## config.mk

```make
export PLATFORM = sky130hd
export DESIGN_NAME = flash_seq
export DESIGN_NICKNAME = d
export VERILOG_FILES = /design/src/rtl/flash_seq.sv
export SDC_FILE = /design/constraint.sdc
export NUM_CORES = 1
export LEC_CHECK = 0
export BUFFER_PORTS_ARGS = -buffer_cell sky130_fd_sc_hd__buf_2
export CORE_ASPECT_RATIO = 1.2
export CORE_MARGIN = 2
export CORE_UTILIZATION = 58
export CTS_CLUSTER_DIAMETER = 120
export DETAILED_ROUTE_END_ITERATION = 10
export PLACE_DENSITY = 0.86
export SLEW_MARGIN = 40
export SYNTH_ARGS = -nofsm -noshare
export SYNTH_HDL_FRONTEND = slang
export SYNTH_SLANG_ARGS = --single-unit
```

## constraint.sdc

```tcl
create_clock -name clk -period 3.6 [get_ports clk]
set_clock_uncertainty 0.05 [all_clocks]
set_input_delay 0.36 -clock clk [delete_from_list [all_inputs] [get_ports clk]]
set_output_delay 0.36 -clock clk [all_outputs]
set_load 0.01 [all_outputs]
```

## src/rtl/flash_seq.sv

```systemverilog
// flash_seq: LED flash sequencer for the alarm path of the digital clock.
// A start emits a burst of timed flashes; loop mode repeats bursts after a pause.
module flash_seq #(
  parameter int TW     = 8,
  parameter int NW     = 4,
  parameter bit RETRIG = 1'b0
) (
  input  logic          clk,
  input  logic          rst,
  input  logic          start,
  input  logic          stop,
  input  logic [TW-1:0] cfg_on,
  input  logic [TW-1:0] cfg_off,
  input  logic [TW-1:0] cfg_gap,
  input  logic [NW-1:0] cfg_cnt,
  input  logic          cfg_loop,
  output logic          out,
  output logic          busy,
  output logic          done,
  output logic [NW-1:0] flash_idx
);

  typedef enum logic [1:0] {
    S_IDLE  = 2'd0,
    S_FLASH = 2'd1,
    S_SPACE = 2'd2,
    S_PAUSE = 2'd3
  } state_e;

  localparam logic [TW-1:0] T_ZERO = {TW{1'b0}};
  localparam logic [TW-1:0] T_ONE  = {{(TW-1){1'b0}}, 1'b1};
  localparam logic [NW-1:0] N_ZERO = {NW{1'b0}};
  localparam logic [NW-1:0] N_ONE  = {{(NW-1){1'b0}}, 1'b1};

  // A programmed zero behaves as one so every phase lasts at least a cycle.
  function automatic logic [TW-1:0] eff_t(input logic [TW-1:0] x);
    return (x == T_ZERO) ? T_ONE : x;
  endfunction

  function automatic logic [NW-1:0] eff_n(input logic [NW-1:0] x);
    return (x == N_ZERO) ? N_ONE : x;
  endfunction

  state_e        state_q, state_d;
  logic [TW-1:0] timer_q, timer_d;
  logic [NW-1:0] cnt_q, cnt_d;
  logic [TW-1:0] on_q, on_d;
  logic [TW-1:0] off_q, off_d;
  logic [TW-1:0] gap_q, gap_d;
  logic [NW-1:0] ncfg_q, ncfg_d;
  logic          loop_q, loop_d;

  logic          done_s;
  logic          abort_s;
  logic          load_s;
  logic          last_flash_s;
  logic          natural_end_s;
  logic [NW-1:0] last_idx_s;

  assign last_idx_s    = eff_n(ncfg_q) - N_ONE;
  assign last_flash_s  = (state_q == S_FLASH) && (timer_q == T_ZERO) && !(cnt_q < last_idx_s);
  assign natural_end_s = last_flash_s && !loop_q;
  assign abort_s       = (state_q != S_IDLE) && stop;
  // A busy start only counts when retriggering is enabled; stop always wins.
  assign load_s        = start && !stop && ((state_q == S_IDLE) || RETRIG);

  // Next-state, timer, counter and config-latch logic.
  always_comb begin
    state_d = state_q;
    timer_d = timer_q;
    cnt_d   = cnt_q;
    on_d    = on_q;
    off_d   = off_q;
    gap_d   = gap_q;
    ncfg_d  = ncfg_q;
    loop_d  = loop_q;
    done_s  = 1'b0;

    if (abort_s) begin
      state_d = S_IDLE;
      timer_d = T_ZERO;
      cnt_d   = N_ZERO;
    end else if (load_s) begin
      on_d    = cfg_on;
      off_d   = cfg_off;
      gap_d   = cfg_gap;
      ncfg_d  = cfg_cnt;
      loop_d  = cfg_loop;
      timer_d = eff_t(cfg_on) - T_ONE;
      cnt_d   = N_ZERO;
      state_d = S_FLASH;
      done_s  = natural_end_s;
    end else begin
      case (state_q)
        S_IDLE: begin
          state_d = S_IDLE;
        end
        S_FLASH: begin
          if (timer_q != T_ZERO) begin
            timer_d = timer_q - T_ONE;
          end else if (cnt_q < last_idx_s) begin
            state_d = S_SPACE;
            timer_d = eff_t(off_q) - T_ONE;
          end else if (loop_q) begin
            state_d = S_PAUSE;
            timer_d = eff_t(gap_q) - T_ONE;
          end else begin
            state_d = S_IDLE;
            timer_d = T_ZERO;
            cnt_d   = N_ZERO;
            done_s  = 1'b1;
          end
        end
        S_SPACE: begin
          if (timer_q != T_ZERO) begin
            timer_d = timer_q - T_ONE;
          end else begin
            state_d = S_FLASH;
            timer_d = eff_t(on_q) - T_ONE;
            cnt_d   = cnt_q + N_ONE;
          end
        end
        S_PAUSE: begin
          if (timer_q != T_ZERO) begin
            timer_d = timer_q - T_ONE;
          end else begin
            state_d = S_FLASH;
            timer_d = eff_t(on_q) - T_ONE;
            cnt_d   = N_ZERO;
          end
        end
        default: begin
          state_d = S_IDLE;
          timer_d = T_ZERO;
          cnt_d   = N_ZERO;
        end
      endcase
    end
  end

  // State, counter and latched-config registers.
  always_ff @(posedge clk) begin
    if (rst) begin
      state_q <= S_IDLE;
      timer_q <= T_ZERO;
      cnt_q   <= N_ZERO;
      on_q    <= T_ZERO;
      off_q   <= T_ZERO;
      gap_q   <= T_ZERO;
      ncfg_q  <= N_ZERO;
      loop_q  <= 1'b0;
    end else begin
      state_q <= state_d;
      timer_q <= timer_d;
      cnt_q   <= cnt_d;
      on_q    <= on_d;
      off_q   <= off_d;
      gap_q   <= gap_d;
      ncfg_q  <= ncfg_d;
      loop_q  <= loop_d;
    end
  end

  assign out       = (state_q == S_FLASH);
  assign busy      = (state_q != S_IDLE);
  assign done      = done_s;
  assign flash_idx = (state_q == S_IDLE) ? N_ZERO : cnt_q;

endmodule

```

# After elaboration in Yosys (flattened, before gate mapping)
# Cells that the tools add are included.
# totals
register_bits,43
latch_bits,0
mem_bits_rw,0
rom_bits,0
input_bits,33
wordCells,86
n_memories,0
# classes
n_addsub,7
mul,0
div_mod_pow,0
magnitude_cmp,1
eq_ne,11
shifts,0
n_mux,30
bitwise_logic,1
reduce_logical,27
# ops
operator,count
$mux 8,9
$logic_not 8->1,5
$sub 8x1->8 const B,5
$mux 4,7
$pmux 8 s2,1
$ne 2x2->1 const B,6
$pmux 4 s3,1
$mux 2,4
$reduce_bool 8->1,1
$mux 1,7
$logic_and 1x1->1,6
$ne 3x3->1 const B,2
$pmux 2 s3,1
$reduce_and 2->1,3
$reduce_and 6->1,1
$reduce_bool 3->1,2
$add 4x1->4 const B,1
$eq 2x2->1 const B,2
$logic_not 4->1,1
$lt 4x4->1,1
$reduce_or 2->1,2
$sub 4x1->4 const B,1
$logic_not 1->1,3
$reduce_or 3->1,1
4 further kinds,4

# Depth between registers and ports, before layout
# Gate-level depths: netlist (run 1).
# depth
word_depth,9
depth_mapped,9
ltp_nobuf,9

# Least setup slack after synthesis (run 1)
# OpenSTA, ideal clock, no wires.
# synth_path
path_type,reg2out
from,register ncfg_q[0]
to,output done
arrival_ns,2.417
t_required_ns,3.190
setup_slack_ns,0.773
path_stages_with_launch,9
cell_sequence,dfxtp_1 or2_2 nor2_1 a21oi_1 ha_1 or4b_4 a31oi_4 o21ai_0 nor4bb_1
# synth_via
elab_chain_cells,9
word_cells_on_any_way,12
cone_classes,add/sub (1); order compare (1); mux (6); reduce/logical (4)
# synth_rtl
item,line,text
from (decl),50,"logic [NW-1:0] ncfg_q, ncfg_d;"
from (signal assigned),159,ncfg_q <= ncfg_d;
$logic_not 4->1,41,return (x == N_ZERO) ? N_ONE : x;
$mux 4 *,41,
$sub 4x1->4 *,60,assign last_idx_s = eff_n(ncfg_q) - N_ONE;
$lt 4x4->1 *,"61, 101",
$mux 1 / $logic_not 1->1 (equally long branches),"101, 61",
$mux 1 / $logic_and 1x1->1 (equally long branches),"99, 61",
$mux 1 / $logic_and 1x1->1 (equally long branches),"94, 62",
$mux 1 *,83,end else if (load_s) begin
$mux 1 *,79,if (abort_s) begin
to (decl),19,"output logic done,"
# Every way passes the cells marked *; elsewhere a longest branch is shown, timed or not.

# Worst setup path after layout (run 1)
# Ends and elaborated chain as after synthesis.

==> load_flow_metrics.sql, run 1 <==
INSERT INTO impl_metrics (metric_group, metric, value, unit) VALUES
('global_route', 'overflow', '0', ''),
('floorplan', 'dieWidth', '67.8', 'µm'),
('sta', 'setup_repair_after_global_routing_missed_its_margin', 'no', ''),
('yosys', 'synth_edf_count', '0', ''),
('sta', 'timing.final.crit_period', '3.31', 'ns'),
('route', 'wl_met3', '421', 'µm'),
('clock_tree', 'insertion_delay', '0.30', 'ns'),
('finish', 'multi_input_area', '0.00186', 'mm²'),
('place', 'port-buffer-count', '39', ''),
('finish', 'area.growth.synth_to_final', '11.7', '%'),
('yosys', 'syn_avg_cell_area', '7.29', 'µm²'),
('sta', 'finalMaxSlewViolations', '0', ''),
('clock_tree', 'htree_num_levels', '2', ''),
('clock_tree', 'cts_hold_buffers', '0', ''),
('finish', 'final_layout_size_suffix_gt1_share', '14.8', '%'),
('sta', 'post-route-period-util', '92.0', '%'),
('place', 'placedCellCount', '469', ''),
('worst_hold_path', 'hold_path_class', 'in -> reg', ''),
('route', 'met2WireLength', '3430', 'µm'),
('floorplan', 'rows', '27', ''),
('finish', 'num-fill-cells', '411', ''),
('yosys', 'synth.yosys.warnings', '0', ''),
('global_route', 'grt_start_max_net_pins', '35', ''),
('critical_path', 'timing_worst_setup_path_type', 'reg -> out', ''),
('sta', 'report.final.hold_viol_count', '0', ''),
('clock_tree', 'cts_repair_resize_count', '0', ''),
('yosys', 'mappedNetlistArea', '0.00284', 'mm²'),
('route', 'vias', '2996', ''),
('critical_path', 'crit_path_start_kind', 'register', ''),
('clock_tree', 'cts.clk_slew.worst_paths', '0.08', 'ns'),
('place', 'gpl.final_weighted_congestion', '0.967', ''),
('route', 'route.antenna.remaining_nets', '0', ''),
('route', 'drt-pass1-iter-count', '5', ''),
('yosys', 'ys_seq_elements', '43', ''),
('critical_path', 'worstSetupEndpointType', 'output pin', ''),
('place', 'hpwlAfterDp', '5130', 'µm'),
('clock_tree', 'cts.sink_count', '43', ''),
('sta', 'worst_slew_pin_slew', '0.681', 'ns'),
('yosys', 'netlist_instances', '389', ''),
('yosys', 'synth_ff_type', 'sky130_fd_sc_hd__dfxtp_1', ''),
('finish', 'layout.cells.most_common_list', 'sky130_fd_sc_hd__nand2_1 (79), sky130_fd_sc_hd__a21oi_1 (44), sky130_fd_sc_hd__dfxtp_1 (43)', ''),
('power_and_ir_drop', 'static-leakage-power', '0.00121', 'µW'),
('run', 'maxCapViolCount', '0', ''),
('floorplan', 'initial_utilization', '60.8', '%'),
('sta', 'timing.slew.headroom', '54.5', '%'),
('critical_path', 'cp_data_required_time', '3.19', 'ns'),
('critical_path', 'worstPathArrival', '2.90', 'ns'),
('route', 'dr.first_iter.drc_count', '263', ''),
('floorplan', 'die_height', '80.6', 'µm'),
('route', 'top_layer_used', 'met4', ''),
('sta', 'report.final.setup_viol', '0', ''),
('finish', 'layout.cells.non_filler', '477', ''),
('yosys', 'yosysUniqueCellTypes', '62', ''),
('outcome', 'outcome', 'complete, no violations', ''),
('route', 'route.layer.met1.wl', '3210', 'µm'),
('global_route', 'antenna_found_initial', '0', ''),
('floorplan', 'io-pin-count', '40', ''),
('floorplan', 'fp.dieArea', '0.00547', 'mm²'),
('finish', 'final_net_count', '461', ''),
('clock_tree', 'cts_tree', 'built', ''),
('yosys', 'synth_nets', '432', ''),
('global_route', 'grt_pass1_vias', '2721', ''),
('power_and_ir_drop', 'power_per_cell_area', '675', 'mW/mm²'),
('clock_tree', 'post_cts.repair.setup_buffers', '0', ''),
('route', 'via_per_inst', '6.28', ''),
('finish', 'final-seq-area', '861', 'µm²'),
('global_route', 'grt_pass1_wl', '12000', 'µm'),
('clock_tree', 'clk_path_buf_depth', '2', ''),
('yosys', 'asyncSetResetFlopFracSynth', '0', '%'),
('global_route', 'globalRouteTotalUtil', '28.0', '%'),
('route', 'route.final.wire_length', '7220', 'µm'),
('finish', 'diodes', '0', ''),
('power_and_ir_drop', 'worst_ir_drop_vdd', '313', 'µV'),
('clock_tree', 'tritoncts.num_buffers', '5', ''),
('finish', 'most_common_cell_after_layout_fill_and_taps_aside', 'sky130_fd_sc_hd__nand2_1', ''),
('critical_path', 'critical_path.max_fanout', '8', ''),
('floorplan', 'core_area', '0.00466', 'mm²'),
('clock_tree', 'cts.root.buffer_cell', 'sky130_fd_sc_hd__clkbuf_8', ''),
('route', 'route.detailed.drc', '0', ''),
('yosys', 'synth.yosys.seq_area_share', '30.3', '%'),
('sta', 'tns', '0', 'ns'),
('sta', 'fmax', '302', 'MHz'),
('route', 'route.detailed.wl_per_inst', '15.1', 'µm');
sequential cells by signal, summed over array words and instances, names as in the netlist:
name     count
on_q         8
cnt_q        4
loop_q       1
state_q      2
gap_q        8
timer_q      8
ncfg_q       4
off_q        8
logic make-up after synthesis:
family,share of synthesized area [%]
muxes,0.750
DFF,30.3
xor gates and xnor gates,4.32
adders and majority gates,4.41
AOI/OAI and AO/OA,25.9
and+or+nand+nor,30.0
buffers and inverters,4.28
where the power goes:
part	switching (µW)	total, µW	internal [µW]
Clock	170	394	225
Combinational	657	1080	424
Sequential	110	664	554
Total	937	2140	1200
stage by stage:
step                cell area (µm²)  worst slack, ns  hold slack, ns  util, %  total power [µW]
floorplan                      2840            0.773           0.394        -              1470
global placement               3050            0.699           0.412     65.4              1680
detailed placement             3050            0.599           0.416     65.4              1710
CTS                            3170            0.282           0.241     67.9              2110
global route                   3170           0.0471           0.235     68.0              2270
finish                         3170            0.288           0.243     68.0              2140
per-layer routing:
metal  global-route usage (%)  vias up
li1                         -     1466
met1                     37.1     1385
met3                     3.92       22
met2                     45.5      123
met4                     10.2        0
met5                        0        -
synthesized netlist by cell type (3+ instances only):
master | count | area [µm²]
sky130_fd_sc_hd__xor2_1 | 4 | 35.0
sky130_fd_sc_hd__or4_1 | 4 | 30.0
sky130_fd_sc_hd__a31oi_1 | 8 | 50.1
sky130_fd_sc_hd__xnor2_1 | 10 | 87.6
sky130_fd_sc_hd__a211oi_1 | 3 | 22.5
sky130_fd_sc_hd__a311oi_1 | 3 | 26.3
sky130_fd_sc_hd__nor2b_1 | 3 | 18.8
sky130_fd_sc_hd__o31ai_1 | 4 | 30.0
sky130_fd_sc_hd__nor3_1 | 17 | 85.1
sky130_fd_sc_hd__a21oi_1 | 44 | 220
sky130_fd_sc_hd__nor4_1 | 7 | 43.8
sky130_fd_sc_hd__or3_1 | 4 | 25.0
sky130_fd_sc_hd__nand3_1 | 3 | 15.0
sky130_fd_sc_hd__nor3b_1 | 6 | 45.0
sky130_fd_sc_hd__inv_1 | 13 | 48.8
sky130_fd_sc_hd__nand2_1 | 79 | 297
sky130_fd_sc_hd__dfxtp_1 | 43 | 861
sky130_fd_sc_hd__clkbuf_1 | 17 | 63.8
sky130_fd_sc_hd__and2_1 | 7 | 43.8
sky130_fd_sc_hd__nor2_1 | 27 | 101
sky130_fd_sc_hd__ha_1 | 10 | 125
sky130_fd_sc_hd__nand4_1 | 4 | 25.0
sky130_fd_sc_hd__o21ai_0 | 21 | 105
worst max-delay path, cell delays in order, from the launching register on:
cell,delay [ns]
sky130_fd_sc_hd__dfxtp_1,0.33
sky130_fd_sc_hd__or2_2,0.33
sky130_fd_sc_hd__nor2_1,0.12
sky130_fd_sc_hd__a21oi_1,0.05
sky130_fd_sc_hd__ha_1,0.28
sky130_fd_sc_hd__or4b_4,0.48
sky130_fd_sc_hd__a31oi_4,0.30
sky130_fd_sc_hd__o21ai_0,0.21
sky130_fd_sc_hd__nor4bb_1,0.33
sky130_fd_sc_hd__buf_2,0.18
path summary, 6_finish.rpt:
check | start | slack [ns] | depth (start not counted) | end
setup reg to reg | ncfg_q[0] | 0.90 | 9 | cnt_q[0]
hold / removal | cfg_off[5] | 0.24 | 3 | off_q[5]
hold reg to reg | on_q[0] | 0.43 | 2 | on_q[0]
setup / recovery | ncfg_q[0] | 0.29 | 9 | done
cell type report:
cell class                 count  share of cell area [%]
sequential                    43                    27.2
timing repair buffer          41                    6.63
inverter                      13                    1.54
tap                           58                    2.29
clock inverter                 2                    1.11
clock buffer                   6                    2.61
multi-input combinational    314                    58.7
No activity file was read; power rests on OpenSTA's default activity.
==> run 2: changes to the inputs <==
--- a/config.mk
+++ b/config.mk
@@ -11,7 +11,7 @@
 export CORE_UTILIZATION = 58
 export CTS_CLUSTER_DIAMETER = 120
 export DETAILED_ROUTE_END_ITERATION = 10
-export PLACE_DENSITY = 0.86
+export PLACE_DENSITY = 0.81
 export SLEW_MARGIN = 40
 export SYNTH_ARGS = -nofsm -noshare
 export SYNTH_HDL_FRONTEND = slang
==> constraint.sdc (replaced) <==
create_clock -name clk -period 3.6 [get_ports clk]
set_clock_uncertainty 0.05 [all_clocks]
set_input_delay 0.72 -clock clk [delete_from_list [all_inputs] [get_ports clk]]
set_output_delay 0.72 -clock clk [all_outputs]
set_load 0.01 [all_outputs]
==> run 2 against run 1 <==
Net effect: sequential share of layout area rose by 0.21 points; hold slack improved by 0.18 ns; critical path depth unchanged; global-route usage up 1.3 points; die area stayed put; clock power fell by 24%; register-to-register slack is essentially flat; sequential power about the same; maximum frequency down 2.7%; design area decreased by 0.75%; non-clock buffer count increased by 2; power down 4.2%; largest power group unchanged.
==> load_flow_metrics.sql, run 2 (synthesis gave the netlist of run 1 again) <==
INSERT INTO impl_metrics (metric_group, metric, value, unit) VALUES
('outcome', 'outcome', 'complete, no violations', ''),
('sta', 'finalMaxSlewViolations', '0', ''),
('route', 'vias', '2972', ''),
('sta', 'timing.final.crit_period', '3.40', 'ns'),
('sta', 'worst_slew_pin_slew', '0.701', 'ns'),
('sta', 'report.final.hold_viol_count', '0', ''),
('floorplan', 'core_area', '0.00466', 'mm²'),
('place', 'dpl_cell_area', '0.00306', 'mm²'),
('sta', 'hold-worst-slack', '0.420', 'ns'),
('critical_path', 'worstSetupEndpointType', 'output pin', ''),
('critical_path', 'critical-path-max-stage-delay', '0.49', 'ns'),
('sta', 'report.final.setup_viol', '0', ''),
('place', 'gpl.final_weighted_congestion', '0.943', ''),
('critical_path', 'critical_path.max_fanout', '4', ''),
('floorplan', 'fp.dieArea', '0.00547', 'mm²'),
('route', 'drt-pass1-iter-count', '5', ''),
('floorplan', 'initial_utilization', '60.8', '%'),
('clock_tree', 'cts_hold_buffers', '0', ''),
('finish', 'area.growth.synth_to_final', '10.9', '%'),
('power_and_ir_drop', 'static-leakage-power', '0.00120', 'µW'),
('floorplan', 'dieWidth', '67.8', 'µm'),
('route', 'route.detailed.drc', '0', ''),
('power_and_ir_drop', 'worst_ir_drop_vdd', '274', 'µV'),
('critical_path', 'ordered_list_of_cells_on_the_worst_path', 'or2_2 > nor2_1 > a21oi_1 > ha_1 > or4b_4 > a31oi_4 > o21ai_1 > nor4bb_1 > buf_2', ''),
('route', 'route.final.wire_length', '7340', 'µm'),
('route', 'route.antenna.remaining_nets', '0', ''),
('global_route', 'grt_start_max_net_pins', '35', ''),
('critical_path', 'cp_slowest_cell', 'sky130_fd_sc_hd__or4b_4', ''),
('clock_tree', 'cts.root.buffer_cell', 'sky130_fd_sc_hd__clkbuf_8', ''),
('floorplan', 'rows', '27', ''),
('run', 'maxCapViolCount', '0', ''),
('floorplan', 'io-pin-count', '40', ''),
('finish', 'layout.cells.most_common_list', 'sky130_fd_sc_hd__nand2_1 (79), sky130_fd_sc_hd__a21oi_1 (44), sky130_fd_sc_hd__dfxtp_1 (43)', ''),
('sta', 'tns', '0', 'ns'),
('sta', 'post-route-period-util', '94.5', '%'),
('route', 'dr.first_iter.drc_count', '251', ''),
('critical_path', 'crit_path_start_kind', 'register', ''),
('finish', 'diodes', '0', ''),
('finish', 'finalInstanceArea', '0.00315', 'mm²'),
('worst_hold_path', 'hold_path_class', 'reg -> reg', ''),
('clock_tree', 'cts.clk_slew.worst_paths', '0.07', 'ns'),
('place', 'hpwlAfterDp', '5420', 'µm'),
('global_route', 'antenna_found_initial', '0', ''),
('finish', 'multi_input_area', '0.00186', 'mm²'),
('floorplan', 'die_height', '80.6', 'µm'),
('critical_path', 'worstPathArrival', '2.63', 'ns'),
('clock_tree', 'tritoncts.num_buffers', '5', ''),
('sta', 'timing.slew.headroom', '53.2', '%'),
('global_route', 'globalRouteTotalUtil', '29.3', '%'),
('power_and_ir_drop', 'power_per_cell_area', '651', 'mW/mm²'),
('route', 'via_per_inst', '6.20', ''),
('clock_tree', 'insertion_delay', '0.30', 'ns'),
('global_route', 'grt_pass1_vias', '2741', ''),
('finish', 'final-seq-area', '861', 'µm²'),
('critical_path', 'timing_worst_setup_path_type', 'reg -> out', ''),
('route', 'route.detailed.wl_per_inst', '15.3', 'µm'),
('clock_tree', 'clk_path_buf_depth', '2', ''),
('finish', 'final_net_count', '463', ''),
('clock_tree', 'cts.sink_count', '43', ''),
('critical_path', 'cp_data_required_time', '2.83', 'ns'),
('global_route', 'grt_pass1_wl', '12300', 'µm'),
('sta', 'setup_repair_after_global_routing_missed_its_margin', 'no', ''),
('critical_path', 'worst-r2r-setup-slack', '0.89', 'ns'),
('sta', 'fmax', '294', 'MHz'),
('global_route', 'overflow', '0', ''),
('finish', 'final_layout_size_suffix_gt1_share', '14.5', '%'),
('place', 'port-buffer-count', '39', ''),
('finish', 'most_common_cell_after_layout_fill_and_taps_aside', 'sky130_fd_sc_hd__nand2_1', ''),
('clock_tree', 'post_cts.repair.setup_buffers', '0', ''),
('clock_tree', 'htree_num_levels', '2', ''),
('finish', 'num-fill-cells', '437', ''),
('clock_tree', 'cts_tree', 'built', '');
[run 2: cell count changes in the layout (fill, tap and decap cells not counted), sizes merged]
cell    previous run  this run
bufinv             1         0
buf               41        43
clkbuf             6         7
[run 2: area by class of cell]
cell class | count | share of cell area [%]
Sequential cell | 43 | 27.4
Clock buffer | 7 | 2.43
Clock inverter | 1 | 0.159
Tap cell | 58 | 2.31
Timing Repair Buffer | 43 | 7.16
Inverter | 13 | 1.55
Multi-Input combinational cell | 314 | 59.0
[run 2: path summary, 6_finish.rpt]
check / startpoint / end / depth (start not counted)
max: ncfg_q[0] / done / 9
min: on_q[0] / on_q[0] / 2
max reg2reg: ncfg_q[0] / timer_q[7] / 10
min reg2reg: on_q[0] / on_q[0] / 2
[run 2: what timing repair did]
| item | 4_1_cts | 5_1_grt |
|---|---|---|
| hold endpoints to repair | 0 | 0 |
| endpoints found under the setup margin | 0 | 1 |
| resized for setup | 0 | 1 |
[run 2: layer usage]
layer,GRT usage [%],wire length (µm)
met1,37.1,3140
met2,49.1,3570
met4,10.2,173
met3,5.32,457
met5,0,0
[run 2: stage by stage]
step	setup slack [ns]	power (µW)	util, %	std cells
2_1_floorplan	0.413	1470	-	389
3_3_place_gp	0.518	1710	65.7	471
3_5_place_dp	0.463	1730	65.7	471
4_1_cts	0.142	2030	67.5	479
5_1_grt	0.0309	2210	67.5	479
6_report	0.196	2050	67.5	479
[run 2: power by group]
part	switching (µW)	internal [µW]	total, µW	leakage, µW
logic	656	430	1090	0.000810
clock network	162	136	298	0.0000422
registers	111	554	665	0.000351
total	929	1120	2050	0.00120
[run 2: critical path, delay by kind of cell, from the launching register on]
| family | cells | cell delay [ns] |
|---|---|---|
| AO/OA/AOI/OAI | 3 | 0.35 |
| AND/OR/NAND/NOR | 4 | 1.20 |
| buffers and inverters | 1 | 0.17 |
| adder cells (fa/ha/maj) | 1 | 0.29 |
| flip-flops | 1 | 0.33 |
==> run 3: changes to the inputs <==
--- a/config.mk
+++ b/config.mk
@@ -8,10 +8,9 @@
 export BUFFER_PORTS_ARGS = -buffer_cell sky130_fd_sc_hd__buf_2
 export CORE_ASPECT_RATIO = 1.2
 export CORE_MARGIN = 2
-export CORE_UTILIZATION = 58
+export CORE_UTILIZATION = 28
 export CTS_CLUSTER_DIAMETER = 120
 export DETAILED_ROUTE_END_ITERATION = 10
-export PLACE_DENSITY = 0.81
 export SLEW_MARGIN = 40
 export SYNTH_ARGS = -nofsm -noshare
 export SYNTH_HDL_FRONTEND = slang
==> run 3 against run 2 <==
Net effect: die area grew 100%; utilization shrank 34 points; power grew 12%; flip-flop and latch count is the same; clock power grew 72%; global-route usage shrank 14 points; register-to-register slack lost 0.04 ns; first-iteration DRC count shrank 6.8%; wire length grew 10%; critical path depth is the same; hold slack gained 0.013 ns.
==> load_flow_metrics.sql, run 3 (synthesis gave the netlist of run 1 again) <==
INSERT INTO impl_metrics (metric_group, metric, value, unit) VALUES
('sta', 'setup_repair_after_global_routing_missed_its_margin', 'no', ''),
('finish', 'area.growth.synth_to_final', '16.9', '%'),
('clock_tree', 'clk_path_buf_depth', '2', ''),
('critical_path', 'worstSetupEndpointType', 'output pin', ''),
('route', 'route.detailed.wl_per_inst', '14.8', 'µm'),
('global_route', 'grt_start_max_net_pins', '35', ''),
('sta', 'worst_slew_pin_slew', '0.714', 'ns'),
('route', 'route.final.wire_length', '8080', 'µm'),
('route', 'route.detailed.drc', '0', ''),
('place', 'gpl.final_weighted_congestion', '0.931', ''),
('clock_tree', 'cts_hold_buffers', '0', ''),
('sta', 'timing.final.crit_period', '3.43', 'ns'),
('clock_tree', 'htree_num_levels', '2', ''),
('finish', 'layout.cells.non_filler', '547', ''),
('finish', 'finalInstanceArea', '0.00332', 'mm²'),
('critical_path', 'rr_startpoint', 'state_q[1]', ''),
('sta', 'timing.slew.headroom', '52.4', '%'),
('sta', 'fmax', '292', 'MHz'),
('floorplan', 'core_area', '0.00996', 'mm²'),
('global_route', 'grt_pass1_wl', '13400', 'µm'),
('floorplan', 'die_height', '114', 'µm'),
('clock_tree', 'tritoncts.num_buffers', '5', ''),
('power_and_ir_drop', 'power_per_cell_area', '691', 'mW/mm²'),
('clock_tree', 'cts.clk_slew.worst_paths', '0.06', 'ns'),
('sta', 'tns', '0', 'ns'),
('floorplan', 'io-pin-count', '40', ''),
('floorplan', 'initial_utilization', '28.5', '%'),
('global_route', 'overflow', '0', ''),
('route', 'dr.first_iter.drc_count', '234', ''),
('clock_tree', 'cts.root.buffer_cell', 'sky130_fd_sc_hd__clkbuf_16', ''),
('floorplan', 'fp.dieArea', '0.0110', 'mm²'),
('finish', 'layout.cells.most_common_list', 'sky130_fd_sc_hd__nand2_1 (79), sky130_fd_sc_hd__a21oi_1 (44), sky130_fd_sc_hd__dfxtp_1 (43)', ''),
('critical_path', 'cp_data_required_time', '2.83', 'ns'),
('critical_path', 'critical_path.max_fanout', '4', ''),
('route', 'vias', '2918', ''),
('route', 'drt-pass1-iter-count', '4', ''),
('finish', 'most_common_cell_after_layout_fill_and_taps_aside', 'sky130_fd_sc_hd__nand2_1', ''),
('place', 'placedCellCount', '540', ''),
('place', 'hpwlAfterDp', '5960', 'µm'),
('finish', 'final_net_count', '464', ''),
('floorplan', 'dieWidth', '95.9', 'µm'),
('sta', 'report.final.setup_viol', '0', ''),
('route', 'route.antenna.remaining_nets', '0', ''),
('clock_tree', 'cts.sink_count', '43', ''),
('route', 'via_per_inst', '5.33', ''),
('clock_tree', 'cts_tree', 'built', ''),
('sta', 'report.final.hold_viol_count', '0', ''),
('worst_hold_path', 'hold-path-cell-count', '2', ''),
('finish', 'final_layout_size_suffix_gt1_share', '14.7', '%'),
('global_route', 'grt_pass1_vias', '2816', ''),
('sta', 'post-route-period-util', '95.3', '%'),
('power_and_ir_drop', 'worst_ir_drop_vdd', '219', 'µV'),
('critical_path', 'worstPathArrival', '2.66', 'ns'),
('place', 'port-buffer-count', '39', ''),
('finish', 'diodes', '0', ''),
('critical_path', 'regToRegEndpoint', 'timer_q[5]', ''),
('clock_tree', 'post_cts.repair.setup_buffers', '0', ''),
('critical_path', 'worstSetupStartpoint', 'ncfg_q[0]', ''),
('critical_path', 'crit_path_start_kind', 'register', ''),
('critical_path', 'worst-r2r-setup-slack', '0.85', 'ns'),
('power_and_ir_drop', 'static-leakage-power', '0.00124', 'µW'),
('critical_path', 'worst_r2r_path_depth', '7', ''),
('critical_path', 'timing_worst_setup_path_type', 'reg -> out', ''),
('global_route', 'globalRouteTotalUtil', '15.5', '%'),
('run', 'maxCapViolCount', '0', ''),
('sta', 'finalMaxSlewViolations', '0', ''),
('clock_tree', 'insertion_delay', '0.29', 'ns'),
('worst_hold_path', 'holdCritStartpoint', 'ncfg_q[0]', ''),
('outcome', 'outcome', 'complete, no violations', ''),
('worst_hold_path', 'hold_path_class', 'reg -> reg', ''),
('worst_hold_path', 'whs_endpoint', 'ncfg_q[0]', ''),
('global_route', 'antenna_found_initial', '0', ''),
('place', 'dpl_cell_area', '0.00316', 'mm²'),
('floorplan', 'rows', '40', '');
## run 3: where the power goes
group          leakage, µW  internal, µW  switching, µW
combinational     0.000815           444            665
sequential        0.000351           555            113
clock            0.0000769           324            189
total              0.00124          1320            967
## run 3: what timing repair did
action / 4_1_cts / 5_1_grt
endpoints found under the setup margin: 0 / 1
gates resized for setup: 0 / 1
hold endpoints to repair: 0 / 0
## run 3: stage by stage
stage                     hold WS [ns]  total power, µW  worst slack [ns]  util, %
after floorplan                  0.394             1470             0.413        -
after CTS                        0.434             2290            0.0905     33.3
after global routing             0.467             2470            0.0625     33.3
after detailed placement         0.425             1770             0.416     31.7
final                            0.433             2290             0.171     33.3
after global placement           0.416             1750             0.465     31.7
## run 3: layer usage
metal	wire length, µm	vias to the layer above	GRT usage (%)
met5	0	-	0
li1	-	1480	-
met3	376	17	2.30
met4	282	0	7.71
met1	3570	1345	19.7
met2	3850	76	25.4
## run 3: how the worst max path moves through the flow
stage / to / cells past startpoint / slack (ns)
finish: done / 9 / 0.17
global route: done / 9 / 0.06
CTS: done / 9 / 0.09
detailed placement: done / 9 / 0.42
global placement: done / 9 / 0.46
floorplan: done / 8 / 0.41
## run 3: final cells by class
| cell class | instances | area [µm²] |
|---|---|---|
| clock inverter | 1 | 30.0 |
| timing repair buffer | 44 | 233 |
| sequential | 43 | 861 |
| fill | 1075 | 6640 |
| clock buffer | 6 | 129 |
| tap | 126 | 158 |
| multi-input combinational | 314 | 1860 |
| inverter | 13 | 48.8 |
## run 3: worst max-delay path, cell delays in order (launching register included)
cell                       delay (ns)
sky130_fd_sc_hd__dfxtp_1         0.32
sky130_fd_sc_hd__or2_2           0.33
sky130_fd_sc_hd__nor2_1          0.11
sky130_fd_sc_hd__a21oi_1         0.05
sky130_fd_sc_hd__ha_1            0.29
sky130_fd_sc_hd__or4b_4          0.48
sky130_fd_sc_hd__a31oi_4         0.19
sky130_fd_sc_hd__o21ai_1         0.14
sky130_fd_sc_hd__nor4bb_1        0.28
sky130_fd_sc_hd__buf_2           0.17
